**config.mk**
```make
export PLATFORM = sky130hd
export DESIGN_NAME = cdc_handshake_tx
export DESIGN_NICKNAME = d
export VERILOG_FILES = /design/src/rtl/cdc_pkg.sv /design/src/rtl/sync_bit_arn.sv /design/src/rtl/cdc_handshake_tx.sv
export SDC_FILE = /design/constraint.sdc
export NUM_CORES = 1
export LEC_CHECK = 0
export CORE_ASPECT_RATIO = 0.7
export CORE_MARGIN = 1
export CORE_UTILIZATION = 28
export CTS_CLUSTER_DIAMETER = 40
export DETAILED_ROUTE_END_ITERATION = 12
export GPL_TIMING_DRIVEN = 0
export HOLD_SLACK_MARGIN = 0.1
export PLACE_DENSITY = 0.46
export RECOVER_POWER = 25
export SETUP_SLACK_MARGIN = 0.05
export SYNTH_ARGS = -nofsm -noshare
export SYNTH_HDL_FRONTEND = slang
export SYNTH_HIERARCHICAL = 1
export SYNTH_SLANG_ARGS = --single-unit
```
**constraint.sdc**
```tcl
create_clock -name i_clk -period 4.4 [get_ports i_clk]
set_input_delay 0.44 -clock i_clk [delete_from_list [all_inputs] [get_ports i_clk]]
set_output_delay 0.44 -clock i_clk [all_outputs]
set_load 0.01 [all_outputs]
```
**src/rtl/cdc_pkg.sv**
```systemverilog
// Shared types and helpers for the toggle-handshake CDC transmitter.
package cdc_pkg;

  typedef enum logic [1:0] {
    IDLE  = 2'd0,
    BUSY  = 2'd1,
    FAULT = 2'd2
  } state_t;

  localparam int DEFAULT_SYNC_STAGES = 2;

  // Width of a counter that must reach TIMEOUT_CYCLES; kept >=1 so a disabled timeout still elaborates.
  function automatic int cnt_width(input int timeout);
    return (timeout > 0) ? $clog2(timeout + 1) : 1;
  endfunction

endpackage

```
**src/rtl/sync_bit_arn.sv**
```systemverilog
// N-flop single-bit synchronizer, async active-low reset to 0.
module sync_bit_arn #(
  parameter int N = 2
) (
  input  logic i_clk,
  input  logic i_rst_n,
  input  logic i_d,
  output logic o_q
);

  logic [N-1:0] r_chain;

  always_ff @(posedge i_clk or negedge i_rst_n) begin
    if (!i_rst_n) begin
      r_chain <= '0;
    end else begin
      r_chain <= {r_chain[N-2:0], i_d};
    end
  end

  assign o_q = r_chain[N-1];

endmodule

```
**src/rtl/cdc_handshake_tx.sv**
```systemverilog
// Source-side end of a two-phase req/ack handshake: holds a word on o_data and toggles o_req
// until the synchronized ack toggle comes back, with timeout and spurious-ack fault detection.
module cdc_handshake_tx
  import cdc_pkg::*;
#(
  parameter int WIDTH          = 8,
  parameter int SYNC_STAGES    = DEFAULT_SYNC_STAGES,
  parameter int TIMEOUT_CYCLES = 1024
) (
  input  logic             i_clk,
  input  logic             i_rst_n,
  input  logic             i_valid,
  output logic             o_ready,
  input  logic [WIDTH-1:0] i_data,
  output logic             o_req,
  output logic [WIDTH-1:0] o_data,
  input  logic             i_ack_async,
  output logic             o_done,
  output logic             o_fault,
  input  logic             i_fault_clr
);

  localparam int              CNT_W    = cnt_width(TIMEOUT_CYCLES);
  localparam bit              TO_EN    = (TIMEOUT_CYCLES != 0);
  localparam logic [CNT_W-1:0] CNT_LAST = TO_EN ? CNT_W'(TIMEOUT_CYCLES - 1) : '0;

  state_t           r_state, w_state_nxt;
  logic             r_req, w_req_nxt;
  logic [WIDTH-1:0] r_data, w_data_nxt;
  logic [CNT_W-1:0] r_cnt, w_cnt_nxt;
  logic             r_done, w_done_nxt;
  logic             r_fault, w_fault_nxt;
  logic             w_ack_s;

  sync_bit_arn #(.N(SYNC_STAGES)) u_ack_sync (
    .i_clk   (i_clk),
    .i_rst_n (i_rst_n),
    .i_d     (i_ack_async),
    .o_q     (w_ack_s)
  );

  always_comb begin
    w_state_nxt = r_state;
    w_req_nxt   = r_req;
    w_data_nxt  = r_data;
    w_cnt_nxt   = r_cnt;
    w_done_nxt  = 1'b0;
    w_fault_nxt = r_fault;
    case (r_state)
      IDLE: begin
        // A phase mismatch while nothing is outstanding means the far end toggled on its own.
        if (w_ack_s != r_req) begin
          w_fault_nxt = 1'b1;
          w_state_nxt = FAULT;
        end else if (i_valid) begin
          w_data_nxt  = i_data;
          w_req_nxt   = ~r_req;
          w_cnt_nxt   = '0;
          w_state_nxt = BUSY;
        end
      end
      BUSY: begin
        if (w_ack_s == r_req) begin
          w_done_nxt  = 1'b1;
          w_state_nxt = IDLE;
        end else if (TO_EN && (r_cnt == CNT_LAST)) begin
          w_fault_nxt = 1'b1;
          w_state_nxt = FAULT;
        end else if (r_cnt != '1) begin
          w_cnt_nxt = r_cnt + 1'b1;
        end
      end
      FAULT: begin
        // Realign our phase to whatever the far end currently shows.
        if (i_fault_clr) begin
          w_req_nxt   = w_ack_s;
          w_fault_nxt = 1'b0;
          w_state_nxt = IDLE;
        end
      end
      default: w_state_nxt = IDLE;
    endcase
  end

  always_ff @(posedge i_clk or negedge i_rst_n) begin
    if (!i_rst_n) begin
      r_state <= IDLE;
      r_req   <= 1'b0;
      r_data  <= '0;
      r_cnt   <= '0;
      r_done  <= 1'b0;
      r_fault <= 1'b0;
    end else begin
      r_state <= w_state_nxt;
      r_req   <= w_req_nxt;
      r_data  <= w_data_nxt;
      r_cnt   <= w_cnt_nxt;
      r_done  <= w_done_nxt;
      r_fault <= w_fault_nxt;
    end
  end

  assign o_ready = (r_state == IDLE);
  assign o_req   = r_req;
  assign o_data  = r_data;
  assign o_done  = r_done;
  assign o_fault = r_fault;

endmodule

```
==> impl_results.md <==
* Status: completed
* DP Wirelength at 1800 um
* Drt pass-1 iters at 4
* First-pass GRT wire length at 4650 um
* PostCTS Resize Cnt at 0
* Synth Cell Area at 1250 sq um
* Largest net degree at the start of global routing at 27
* # nets final at 164
* Initial core utilization at 0.305
* Vias at 912
* Slowest CP cell: dlygate4sd3_1
* Slew Viols, Final at 0
* Share of cells above drive strength 1 at 0.107
* CORE AREA at 4090 sq um
* CP Max Fanout at 9
* Htree depth at 1
* Final period util at 0.478
* Clk_lat worst skew at 0.27 ns
* CP peak stage delay at 0.60 ns
* # IOs at 25
* Routed WL at 2500 um
* Root buf cell: clkbuf_8
* Initial DRC Count at 34
* Final TNS setup at 0 ns
* Design Power at 0.831 mW
* Req. time, crit path at 4.56 ns
* Commonest non-fill, non-tap cells in the layout: nand2_1, dfrtp_1, nor2_1
* Reg clk slew, reported paths at 0.09 ns
* Endpoint class of the critical path: flip-flop
* Antenna Nets Post-Route at 0
* Total grt overflow at 0
* Final Hold Viols at 0
* CP startpoint kind: input port
* Synth warnings at 6
* CTS Hold Buffers Added at 0
* Power per cell area at 517 nW/um^2
* Die Y-Extent at 57.9 um
* Initial antenna violation count at 0
* CTS tree: done
* VDD IR max at 0.188 mV
* N_diodes at 0
* Hold Crit Class: reg -> reg
* Worst-Margin Slew at 1.18 ns
* RSZ-0062 raised after global routing: no
* FF+latch count, synth at 26
* Worst setup path endpoint: r_cnt[0]$_DFFE_PN0P_
* Syn Nets at 135
* Reg2Reg Capture Point: r_cnt[9]$_DFFE_PN0P_
* Mean Syn Cell Area at 10.3 sq um
* Final Wtd Congestion at 0.706
* Cell row count at 19
* Netlist cell types at 28
* DP Cell Count at 197
* CTS max path bufs at 2
* Worst flop-to-flop path startpoint: r_cnt[0]$_DFFE_PN0P_
* # setup viols final at 0
* Reg2reg setup slack at 2.44 ns
* Cells after synthesis at 121
* Buffers on Ports at 24
* Vias per cell at 4.54
* Worst reg-to-reg path cell count at 7
* Clk sinks at 26
* Die area at 4730 sq um
* Final min period at 2.10 ns
* CTS Buf Count at 3
* Hold WS at 0.355 ns
* Number of global-route vias before repair at 977
* DR WL/cell at 12.4 um
* Postcts setup bufs at 0
* Area delta synth->final at 28.9%
* Worst EP arrival at 2.27 ns
* Non-Filler Instances at 201
* Hold Startpoint: u_ack_sync/r_chain[0]$_DFF_PN0_
* F_max at 476 MHz
* Setup CP Type: in -> reg
* Crit path cell chain: dlygate4sd3_1, or3b_1, mux2_4, nor2_1, mux2_2
* GRT Total Usage at 0.129
* Max-slew headroom at 0.212
* Skew final at 0.00483 ns
* Most common cell after layout, fill and taps aside: nand2_1
* Leak at 0.709 nW
* # Max-Cap Violations at 0
* Die W at 81.8 um
* # fillers at 412
* Residual DRC at 0
* CP Launch Point: i_valid
* Seq/Total Area, Yosys at 0.521
-- worst max-delay path, delay by kind of cell --
kind	cells	cell delay, ns
and+or+nand+nor	2	0.54
muxes	2	0.69
buffers and inverters	1	0.60
-- power by group --
group          total [mW]  switching (mW)  internal, mW
registers           0.344          0.0430         0.301
clock network       0.154          0.0741        0.0800
logic               0.334           0.172         0.162
-- logic make-up (layout without fill, tap and decap cells) --
| family | after synthesis | in the layout | synth area share |
|---|---|---|---|
| buffers and inverters | 5 | 33 | 0.0331 |
| DFF | 26 | 26 | 0.521 |
| and+or+nand+nor | 65 | 65 | 0.289 |
| xor gates and xnor gates | 9 | 9 | 0.0631 |
| adders and majority gates | 1 | 1 | 0.0100 |
| AOI/OAI and AO/OA | 12 | 12 | 0.0551 |
| muxes | 3 | 3 | 0.0291 |
-- final cells by class --
type | instances | area [sq um] | share of cell area
multi-input combinational | 90 | 557 | 0.346
inverter | 2 | 7.51 | 0.00467
clock buffer | 4 | 55.1 | 0.0342
sequential | 26 | 651 | 0.404
timing repair buffer | 24 | 240 | 0.149
buffer | 3 | 33.8 | 0.0210
tap | 52 | 65.1 | 0.0404
-- layer usage --
metal,track usage,vias up,part of all wire
met5,0,-,0
met4,0.0276,0,0.0024
met3,0.0362,2,0.050
met2,0.198,18,0.44
met1,0.181,431,0.51
li1,-,461,-
-- state kept, by name, indices dropped and copies added, names as in the netlist --
signal,count
r_state,2
o_done,1
o_req,1
o_fault,1
u_ack_sync/r_chain,2
o_data,8
r_cnt,11
-- per-stage QoR --
step,util,setup WS (ns),area [sq um]
final,0.394,2.30,1610
after global routing,0.394,2.23,1610
after CTS,0.394,2.37,1610
after detailed placement,0.380,2.08,1550
after global placement,0.380,2.08,1550
after floorplan,-,2.62,1250
-- worst min path at each step --
| stage | to | slack, ns | depth (start not counted) |
|---|---|---|---|
| floorplan | o_data[0]$_DFFE_PN0P_ | 0.14 | 0 |
| detailed placement | u_ack_sync/r_chain[1]$_DFF_PN0_ | 0.33 | 0 |
| global placement | u_ack_sync/r_chain[1]$_DFF_PN0_ | 0.34 | 0 |
| CTS | u_ack_sync/r_chain[1]$_DFF_PN0_ | 0.36 | 0 |
| global route | u_ack_sync/r_chain[1]$_DFF_PN0_ | 0.38 | 0 |
| finish | u_ack_sync/r_chain[1]$_DFF_PN0_ | 0.35 | 0 |
-- synthesized netlist by cell type --
master,count,share of area
xor2_1,1,0.0070
nor4_4,1,0.017
inv_1,2,0.0060
a31oi_1,1,0.0050
a21o_1,1,0.0060
nor3b_1,1,0.0060
a21oi_1,3,0.012
nor4b_4,2,0.038
nand4_1,1,0.0050
o21ai_0,6,0.024
mux2i_1,1,0.0080
dfrtp_1,26,0.52
and4_1,3,0.021
or2b_2,1,0.0070
ha_1,1,0.010
and2b_2,1,0.0070
and2_1,1,0.0050
mux2_4,1,0.012
nor3b_2,1,0.010
buf_6,3,0.027
nand3_1,6,0.024
xnor2_1,8,0.056
nor3_1,3,0.012
nor2_1,15,0.045
a22o_2,1,0.0080
or3b_1,1,0.0070
mux2_2,1,0.0090
nand2_1,28,0.084
Power figures use the tool's default switching activity.
